[config.mk]
export PLATFORM = sky130hd
export DESIGN_NAME = instruction_fetch
export DESIGN_NICKNAME = d
export VERILOG_FILES = /design/src/rtl/instruction_fetch.sv
export SDC_FILE = /design/constraint.sdc
export NUM_CORES = 1
export LEC_CHECK = 0
export ABC_AREA = 1
export CORE_ASPECT_RATIO = 0.75
export CORE_MARGIN = 1
export CORE_UTILIZATION = 58
export DETAILED_ROUTE_END_ITERATION = 7
export PLACE_DENSITY_LB_ADDON = 0.15
export SYNTH_ARGS = -nofsm -noshare
export SYNTH_HDL_FRONTEND = slang
export SYNTH_SLANG_ARGS = --single-unit
[constraint.sdc]
create_clock -name clock -period 2.7 [get_ports clock]
set_input_delay 0.405 -clock clock [delete_from_list [all_inputs] [get_ports clock]]
set_output_delay 0.405 -clock clock [all_outputs]
set_load 0.01 [all_outputs]
[src/rtl/instruction_fetch.sv]
// ---------------------------------------------------------------------------
// instruction_fetch
//
// IF stage of the pipeline. It owns the program counter and the IF/ID
// pipeline register, and it fetches over a req/ready instruction-memory
// port whose responses may take several cycles.
//
// Stall and redirect control both come from ID:
//   * pc_load / if_id_load (hazard unit) freeze the PC and the IF/ID register.
//   * mux3_selector / branch_address redirect the fetch stream when a branch
//     is taken.
// A one-entry hold buffer captures a word that returns while ID is stalled.
// That word is handed to ID on release, so it is never lost and never
// fetched a second time.
//
// Parameters
//   RESET_PC        PC value after reset (word aligned)
//   NOP_INSTR       bubble word written into IF/ID (addi x0,x0,0)
//
// Ports
//   clock           in   1   single clock, rising edge
//   reset           in   1   asynchronous reset, active low
//   pc_load         in   1   0 = PC must not advance
//   if_id_load      in   1   0 = IF/ID holds (ID stalled)
//   mux3_selector   in   1   branch taken, resolved in ID
//   branch_address  in  32   redirect target; bits [1:0] are ignored
//   imem_req        out  1   fetch request
//   imem_addr       out 32   fetch address; stable while a request waits
//   imem_ready      in   1   response valid this cycle
//   imem_rdata      in  32   fetched instruction
//   instruction_out out 32   IF/ID instruction, to ID
//   pc_out          out 32   IF/ID PC, to ID
// ---------------------------------------------------------------------------
module instruction_fetch #(
   parameter logic [31:0] RESET_PC  = 32'h0000_0000,
   parameter logic [31:0] NOP_INSTR = 32'h0000_0013
) (
   input  logic        clock,
   input  logic        reset,
   input  logic        pc_load,
   input  logic        if_id_load,
   input  logic        mux3_selector,
   input  logic [31:0] branch_address,
   output logic        imem_req,
   output logic [31:0] imem_addr,
   input  logic        imem_ready,
   input  logic [31:0] imem_rdata,
   output logic [31:0] instruction_out,
   output logic [31:0] pc_out
);

   // FETCH : request issued at pc, response may arrive this cycle
   // WAIT  : request outstanding, address held
   // HOLD  : word parked in the hold buffer while ID is stalled, no request
   // DRAIN : request for a pre-redirect address still outstanding; its
   //         response is thrown away
   typedef enum logic [1:0] {
      S_FETCH = 2'd0,
      S_WAIT  = 2'd1,
      S_HOLD  = 2'd2,
      S_DRAIN = 2'd3
   } state_t;

   localparam logic [31:0] PC_INIT = RESET_PC & 32'hFFFF_FFFC;

   // ------------------------------------------------------------------------
   // State
   // ------------------------------------------------------------------------
   state_t      state_q,    state_d;
   logic [31:0] pc_q,       pc_d;
   logic        req_q,      req_d;
   logic [31:0] addr_q,     addr_d;
   logic [31:0] ir_q,       ir_d;
   logic [31:0] ir_pc_q,    ir_pc_d;
   logic [31:0] buf_instr_q, buf_instr_d;
   logic [31:0] buf_pc_q,   buf_pc_d;

   // ------------------------------------------------------------------------
   // Helper terms
   // ------------------------------------------------------------------------
   logic        redirect;
   logic        outstanding;
   logic        word_valid;
   logic [31:0] target;
   logic [31:0] pc_next;

   // A redirect is only meaningful when ID actually consumes the bubble that
   // replaces the wrong-path word; while ID is stalled the branch in ID has
   // not been accepted yet and will be presented again.
   assign redirect = mux3_selector & if_id_load;

   // Masking keeps all bits of branch_address in use while forcing alignment.
   assign target = branch_address & 32'hFFFF_FFFC;

   // Wraps modulo 2^32.
   assign pc_next = pc_q + 32'd4;

   // req_q is low only in HOLD and in the first cycle after reset, so any
   // non-HOLD state with req_q high has a request on the bus.
   assign outstanding = req_q && (state_q != S_HOLD);

   // A returned word is usable only for a live request in FETCH or WAIT.
   assign word_valid = req_q && imem_ready &&
                       ((state_q == S_FETCH) || (state_q == S_WAIT));

   // ------------------------------------------------------------------------
   // Next-state logic
   // ------------------------------------------------------------------------
   // NOTE: every variable written here gets a default first, so no path can
   // leave one unassigned and infer a latch.
   always_comb begin
      state_d     = state_q;
      pc_d        = pc_q;
      addr_d      = addr_q;
      ir_d        = ir_q;
      ir_pc_d     = ir_pc_q;
      buf_instr_d = buf_instr_q;
      buf_pc_d    = buf_pc_q;

      if (redirect) begin
         // Wrong-path work is dropped: the hold buffer is abandoned and any
         // word returned this cycle is ignored.
         pc_d        = target;
         ir_d        = NOP_INSTR;
         ir_pc_d     = target;
         buf_instr_d = NOP_INSTR;
         buf_pc_d    = target;
         if (outstanding && !imem_ready) begin
            // The memory still owes a response for addr_q; keep presenting
            // that address until it completes.
            state_d = S_DRAIN;
         end else begin
            state_d = S_FETCH;
            addr_d  = target;
         end
      end else begin
         case (state_q)
            S_FETCH, S_WAIT: begin
               if (word_valid) begin
                  if (if_id_load) begin
                     ir_d    = imem_rdata;
                     ir_pc_d = pc_q;
                     if (pc_load) begin
                        pc_d = pc_next;
                     end
                     state_d = S_FETCH;
                     // pc_load=0 leaves pc alone, so the same word is fetched again.
                     addr_d  = pc_load ? pc_next : pc_q;
                  end else begin
                     buf_instr_d = imem_rdata;
                     buf_pc_d    = pc_q;
                     state_d     = S_HOLD;
                  end
               end else begin
                  if (if_id_load) begin
                     ir_d    = NOP_INSTR;
                     ir_pc_d = pc_q;
                  end
                  // The cycle after reset has no request yet; it issues one
                  // and stays in FETCH. Otherwise the request keeps waiting.
                  state_d = req_q ? S_WAIT : S_FETCH;
                  addr_d  = pc_q;
               end
            end

            S_HOLD: begin
               if (if_id_load) begin
                  ir_d        = buf_instr_q;
                  ir_pc_d     = buf_pc_q;
                  buf_instr_d = NOP_INSTR;
                  if (pc_load) begin
                     pc_d = pc_next;
                  end
                  state_d = S_FETCH;
                  addr_d  = pc_load ? pc_next : pc_q;
               end
            end

            S_DRAIN: begin
               if (if_id_load) begin
                  ir_d    = NOP_INSTR;
                  ir_pc_d = pc_q;
               end
               if (imem_ready) begin
                  state_d = S_FETCH;
                  addr_d  = pc_q;
               end
            end

            default: begin
               state_d = S_FETCH;
               addr_d  = pc_q;
            end
         endcase
      end

      // Every state except HOLD has a request on the bus.
      req_d = (state_d != S_HOLD);
   end

   // ------------------------------------------------------------------------
   // Registers
   // ------------------------------------------------------------------------
   // NOTE: sequential state uses non-blocking assignments so every flop
   // samples the values computed above before any of them change.
   always_ff @(posedge clock or negedge reset) begin
      if (!reset) begin
         state_q     <= S_FETCH;
         pc_q        <= PC_INIT;
         req_q       <= 1'b0;
         addr_q      <= PC_INIT;
         ir_q        <= NOP_INSTR;
         ir_pc_q     <= PC_INIT;
         buf_instr_q <= NOP_INSTR;
         buf_pc_q    <= PC_INIT;
      end else begin
         state_q     <= state_d;
         pc_q        <= pc_d;
         req_q       <= req_d;
         addr_q      <= addr_d;
         ir_q        <= ir_d;
         ir_pc_q     <= ir_pc_d;
         buf_instr_q <= buf_instr_d;
         buf_pc_q    <= buf_pc_d;
      end
   end

   // ------------------------------------------------------------------------
   // Outputs (all registered)
   // ------------------------------------------------------------------------
   assign imem_req        = req_q;
   assign imem_addr       = addr_q;
   assign instruction_out = ir_q;
   assign pc_out          = ir_pc_q;

endmodule

==> results.toml, run 1 <==
[run_status]
outcome = "complete, no violations"

[finish]
instances_no_fill = 1562
fillers = 1206
final_nets = 1410
drive_above_1_share_pct = 7.25
n_antenna_cell = 0
syn2layout_area_growth_pct = 25.3

[pwr]
p_leak_nw = 5.49
power_density_mw_per_mm2 = 952
max-vdd-ir-drop_mv = 0.504

[yosys]
synth_edf_count = 0
syn_inst = 1207
yosys.cell_types.count = 38
async_flop_share_pct = 100
ys_seq_area_share_pct = 49.2
syn_area_sq_mm = 0.00973
ys_ff_latch = 191
synth_flop_cell = "dfrtp_1"
postSynthAreaPerCell_sq_um = 8.06
yosysWarnings = 0
syn-num-nets = 1278

[setup_path]
start_kind = "flop"
worstSetupPathType = "flop to flop"
worst_ep_arrival_time_ps = 2480
endpoint_kind = "flop"
cpMostUsedCell = "nand3_1"
ff2ff_path_depth = 9
worstPathCellList = "ha_1 > nand2_1 > nor2_4 > nand3_1 > nor2_1 > nand3_1 > nand2_1 > nand3_1 > a22oi_1"
crit_required_ps = 3040
slowest_stage = "dfrtp_1"
crit_fanout = 6
slowest_delay_ps = 440

[sta]
worst-slew-pin-transition_ps = 687
finalCritPeriodShare_pct = 79.1
slew_headroom_pct = 54.2
setup_viol = 0
rsz0062_at_grt = "no"
period_needed_ps = 2140
maxSlewViolCount = 0
clock.fmax_mhz = 468
hold_violations = 0
clock_skew_ps = 10.7
fin_setup_tns_ps = 0

[die]
die_y_um = 114
fp.dieW_um = 152
core-area_sq_mm = 0.0162
rows = 40
die-area_sq_mm = 0.0173
ios = 167
initial_core_util_pct = 60.0

[detailed_routing]
wl_um = 28600
ant_nets = 0
drcViolationCount = 0
drtPass1Iterations = 7
wl_per_cell_um = 18.3
first_iter_violations = 1018
routed-via-count = 9397
vias_per_cell = 6.02

[placement]
port_buffers = 164
dpl.hpwl_um = 18700
gp_congestion = 0.950
dp.cells = 1529

[clock_network]
clkSinkCount = 191
cts_buffer_depth = 2
clock_latency_ps = 440
htree_num_levels = 4
cts_tree = "yes"
cts_buffers = 17
clkSlewWorstSetupHoldPaths_ps = 70
cts-root-buf = "clkbuf_16"

[grt]
grt_use_total_pct = 34.8
grt_max_degree = 65
grt_pass1_vias = 9010
grt_pass1_wl_um = 46500
antenna_found_initial = 0
grt_overflow = 0

[worst_hold_path]
whs_path_depth = 2
hp-class = "flop to flop"

[flow_run]
cap_violations = 0
-- final cells by class --
cell class	count	area (sq um)	area share [%]
Clock inverter	13	144	1.18
Tap cell	210	263	2.15
Clock buffer	19	453	3.71
Sequential cell	191	4790	39.3
Timing Repair Buffer	192	1930	15.9
Multi-Input combinational cell	827	4200	34.4
Inverter	110	413	3.39
-- final timing paths --
kind,to,start,slack (ps)
max,pc_q[30],pc_q[2],560
min,buf_pc_q[1],buf_pc_q[1],500
max reg2reg,pc_q[30],pc_q[2],560
min reg2reg,buf_pc_q[1],buf_pc_q[1],500
max in group asynchronous,buf_pc_q[4],reset,1410
min in group asynchronous,pc_out[13],reset,510
-- per-layer routing --
metal  track usage, %  up-vias  part of all wire (%)
met5                0        -                     0
met4             11.9        0                   1.8
met3             7.37       43                   8.7
met2             52.3      456                    45
met1             50.3     4500                    44
li1                 -     4398                     -
-- stage by stage --
stage / power [W] / instance area (sq um) / hold WS (ps) / utilization (%) / worst slack (ps)
6_report: 0.0116 / 12200 / 495 / 75.2 / 565
5_1_grt: 0.0123 / 12200 / 528 / 75.2 / 434
4_1_cts: 0.0116 / 12200 / 495 / 75.2 / 678
3_5_place_dp: 0.00897 / 11600 / 438 / 71.5 / 241
3_3_place_gp: 0.00882 / 11600 / 439 / 71.5 / 315
2_1_floorplan: 0.00704 / 9730 / 109 / - / 1120
-- flip-flops by register name, indices dropped and copies added, names as in the netlist --
name	cells
pc_q	30
imem_addr	32
state_q	2
imem_req	1
instruction_out	32
buf_pc_q	31
pc_out	31
buf_instr_q	32
-- critical path, delay by kind of cell (launching register included) --
| kind | cells | cell delay [ps] |
|---|---|---|
| and+or+nand+nor | 7 | 1190 |
| adders and majority gates | 1 | 210 |
| AOI/OAI and AO/OA | 1 | 190 |
| DFF | 1 | 440 |
-- cell families after synthesis --
| family | count (synthesis) | synth area share, % |
|---|---|---|
| xor gates and xnor gates | 11 | 0.990 |
| and+or+nand+nor | 490 | 21.7 |
| buffers and inverters | 189 | 7.91 |
| adders and majority gates | 1 | 0.129 |
| AOI/OAI and AO/OA | 323 | 19.8 |
| DFF | 191 | 49.2 |
| muxes | 2 | 0.231 |
-- placed cells by master, fill, tap and decap left out, types with 7 or more instances in the layout --
cell type and instances:
inv_1 103, clkdlybuf4s50_1 163, nor2_1 80, nand2_1 261, nand3_1 100, buf_4 21
o31ai_1 8, a21oi_1 101, xor2_1 11, o211ai_1 29, a31oi_1 28, o21ai_0 101
dfrtp_1 185, o2111ai_1 8, clkbuf_16 17, o221ai_1 31, inv_2 7, nand4_1 24
-- power breakdown --
part | internal (W) | switching [W] | total [W]
logic | 0.00192 | 0.00242 | 0.00434
clock network | 0.00136 | 0.00121 | 0.00257
registers | 0.00388 | 0.000809 | 0.00469
-- cells in the mapped netlist, types with 7 or more instances --
cell       instances  area share (%)
a21oi_1          101             5.2
a31oi_1           28             1.8
buf_1             10            0.39
buf_2             29             1.5
clkbuf_1          33             1.3
dfrtp_1          185              48
inv_1            103             4.0
inv_2              7            0.27
nand2_1          263              10
nand3_1          100             5.1
nand4_1           24             1.5
nor2_1            81             3.1
o2111ai_1          8            0.72
o211ai_1          29             2.2
o21ai_0          101             5.2
o221ai_1          31             2.8
o31ai_1            8            0.62
xor2_1            11            0.99
-- repair_timing --
item,CTS,global route
hold buffers,1,0
buffers inserted,0,0
hold endpoints to repair,54,0
gates resized for setup,0,0
Note: power is estimated with default switching activity, not from simulation.
==> inputs of run 2 (changes only) <==
- CORE_UTILIZATION: 58 -> 54
- clock period: 2.7 -> 2 ns (I/O delays scaled with it)
==> run 2 against run 1 <==
Final area grew 4.3%. Via count grew 2.6%. Routed wire length grew 2.8%. Critical endpoint is now pc_q[20].
==> results.toml, run 2 (same netlist as run 1, synthesis figures left out) <==
[die]
rows = 42
core-area_sq_mm = 0.0177
initial_core_util_pct = 55.1
die-area_sq_mm = 0.0186
fp.dieW_um = 157
ios = 167
die_y_um = 118

[detailed_routing]
wl_met1_um = 13000
vias_per_cell = 5.87
wl_per_cell_um = 17.9
met2WireLength_um = 13100
drtPass1Iterations = 6
ant_nets = 0
wl_um = 29400
routed-via-count = 9639
drcViolationCount = 0
first_iter_violations = 906
wl_met3_um = 2650
top_layer_used = "met4"

[setup_path]
endpoint_kind = "flop"
start_kind = "flop"
worstPathCellList = "ha_1 > nand2_1 > nor2_4 > nand3_1 > buf_4 > nor2_1 > nand2_1 > nand2_1 > nand3_1 > a31oi_1"
cp_num_cells = 10
worstSetupPathType = "flop to flop"
worst_ep_arrival_time_ps = 2220
regToRegSetupSlack_ps = 120
slowest_stage = "dfrtp_1"
crit_required_ps = 2350
crit_fanout = 5
slowest_delay_ps = 420
ff2ff_path_depth = 10
r2r-start = "pc_q[3]"
rr_endpoint = "pc_q[20]"
cp-endpoint = "pc_q[20]"
cp_num_buf_inv = 1
cpMostUsedCell = "nand2_1"
startpoint = "pc_q[3]"
critical-path-top-delay-family = "simple AND/OR/NAND/NOR gates"

[finish]
final_cell_mix = "261 x nand2_1, 185 x dfrtp_1, 163 x clkdlybuf4s50_1"
drive_above_1_share_pct = 10.5
final_common_cell = "nand2_1"
n_antenna_cell = 0
syn2layout_area_growth_pct = 30.7
instances_no_fill = 1642
final_nets = 1458

[sta]
period_needed_ps = 1880
slew_headroom_pct = 69.1
finalCritPeriodShare_pct = 93.9
maxSlewViolCount = 0
clock.fmax_mhz = 532
hold_violations = 0
worst_slack_ps = 122
rsz0062_at_grt = "no"
worst-slew-pin-transition_ps = 463
setup_viol = 0
clock_skew_ps = 11.4

[flow_run]
cap_violations = 0

[pwr]
p_leak_nw = 5.76
power_w = 0.0160
power_density_mw_per_mm2 = 1260
max-vdd-ir-drop_mv = 0.682

[clock_network]
cts-root-buf = "clkbuf_16"
post-cts-setup-buffers = 0
clkSinkCount = 191
clock_latency_ps = 450
clkSlewWorstSetupHoldPaths_ps = 80
htree_num_levels = 4
cts_buffers = 17
cts_buffer_depth = 2
cts_tree = "yes"

[grt]
grt_pass1_wl_um = 47500
grt_max_degree = 52
antenna_found_initial = 0
grt_pass1_vias = 9186
grt_use_total_pct = 32.9
grt_overflow = 0

[placement]
port_buffers = 164
dpl.hpwl_um = 19900
dp.cells = 1609
gp_congestion = 0.927
dp_slack_ps = -95.5

[worst_hold_path]
hp-class = "input pin to asynchronous set/reset pin"

[run_status]
outcome = "complete, no violations"
==> run 2: changes by cell type in the layout (fill, tap and decap cells not counted) <==
cell        change
buf_12         +10
buf_4          +38
clkbuf_8        -2
clkinv_4        -1
clkinv_8        +1
clkinvlp_4      +2
inv_6           -2
inv_8           +2
nor2_1          -1
nor2_2          +1
==> run 2: layer usage <==
layer,vias up,track usage (%)
li1,4486,-
met1,4607,47.9
met2,490,48.9
met3,56,7.08
met4,0,10.5
met5,-,0
==> run 2: how the worst min path moves through the flow <==
stage | startpoint | to | slack [ps] | cells after the start
6_report | reset | pc_out[13] | 380 | 2
5_1_grt | reset | pc_out[11] | 420 | 2
3_3_place_gp | reset | pc_out[13] | 300 | 1
2_1_floorplan | reset | buf_instr_q[10] | 4 | 0
3_5_place_dp | reset | pc_out[11] | 300 | 1
4_1_cts | reset | pc_out[11] | 390 | 2
==> run 2: stage by stage <==
step           TNS, ps  hold WS (ps)  instance area (sq um)  util, %
2_1_floorplan        0          4.41                   9730        -
3_3_place_gp      -262           299                  12100     68.6
3_5_place_dp      -907           298                  12100     68.6
4_1_cts              0           392                  12700     72.0
5_1_grt              0           420                  12700     72.0
6_report             0           380                  12700     72.0
==> run 2: what timing repair did <==
| item | CTS | global route |
|---|---|---|
| setup endpoints to repair | 0 | 1 |
| hold endpoints to repair | 45 | 0 |
| hold buffers | 1 | 0 |
| resized for setup | 0 | 1 |
==> run 2: layout make-up <==
cell class | count | area [sq um]
multi-input cells | 827 | 4200
well taps | 242 | 303
flip-flops and latches | 191 | 4790
clock buffers | 17 | 425
repair buffers | 240 | 2420
fillers | 1376 | 4940
inverters | 110 | 413
clock inverters | 15 | 171
==> run 2: report_power, final <==
group | leakage (nW) | total, W | internal, W | switching [W]
Combinational | 3.13 | 0.00623 | 0.00284 | 0.00339
Sequential | 2.34 | 0.00630 | 0.00524 | 0.00106
Clock | 0.288 | 0.00348 | 0.00179 | 0.00170
Total | 5.76 | 0.0160 | 0.00987 | 0.00614
==> run 2: worst reg2reg max path, stage by stage, from the launching register on <==
cell and delay [ps]:
dfrtp_1 420, ha_1 190, nand2_1 100, nor2_4 170, nand3_1 120, buf_4 180, nor2_1 180, nand2_1 70
nand2_1 80, nand3_1 80, a31oi_1 190
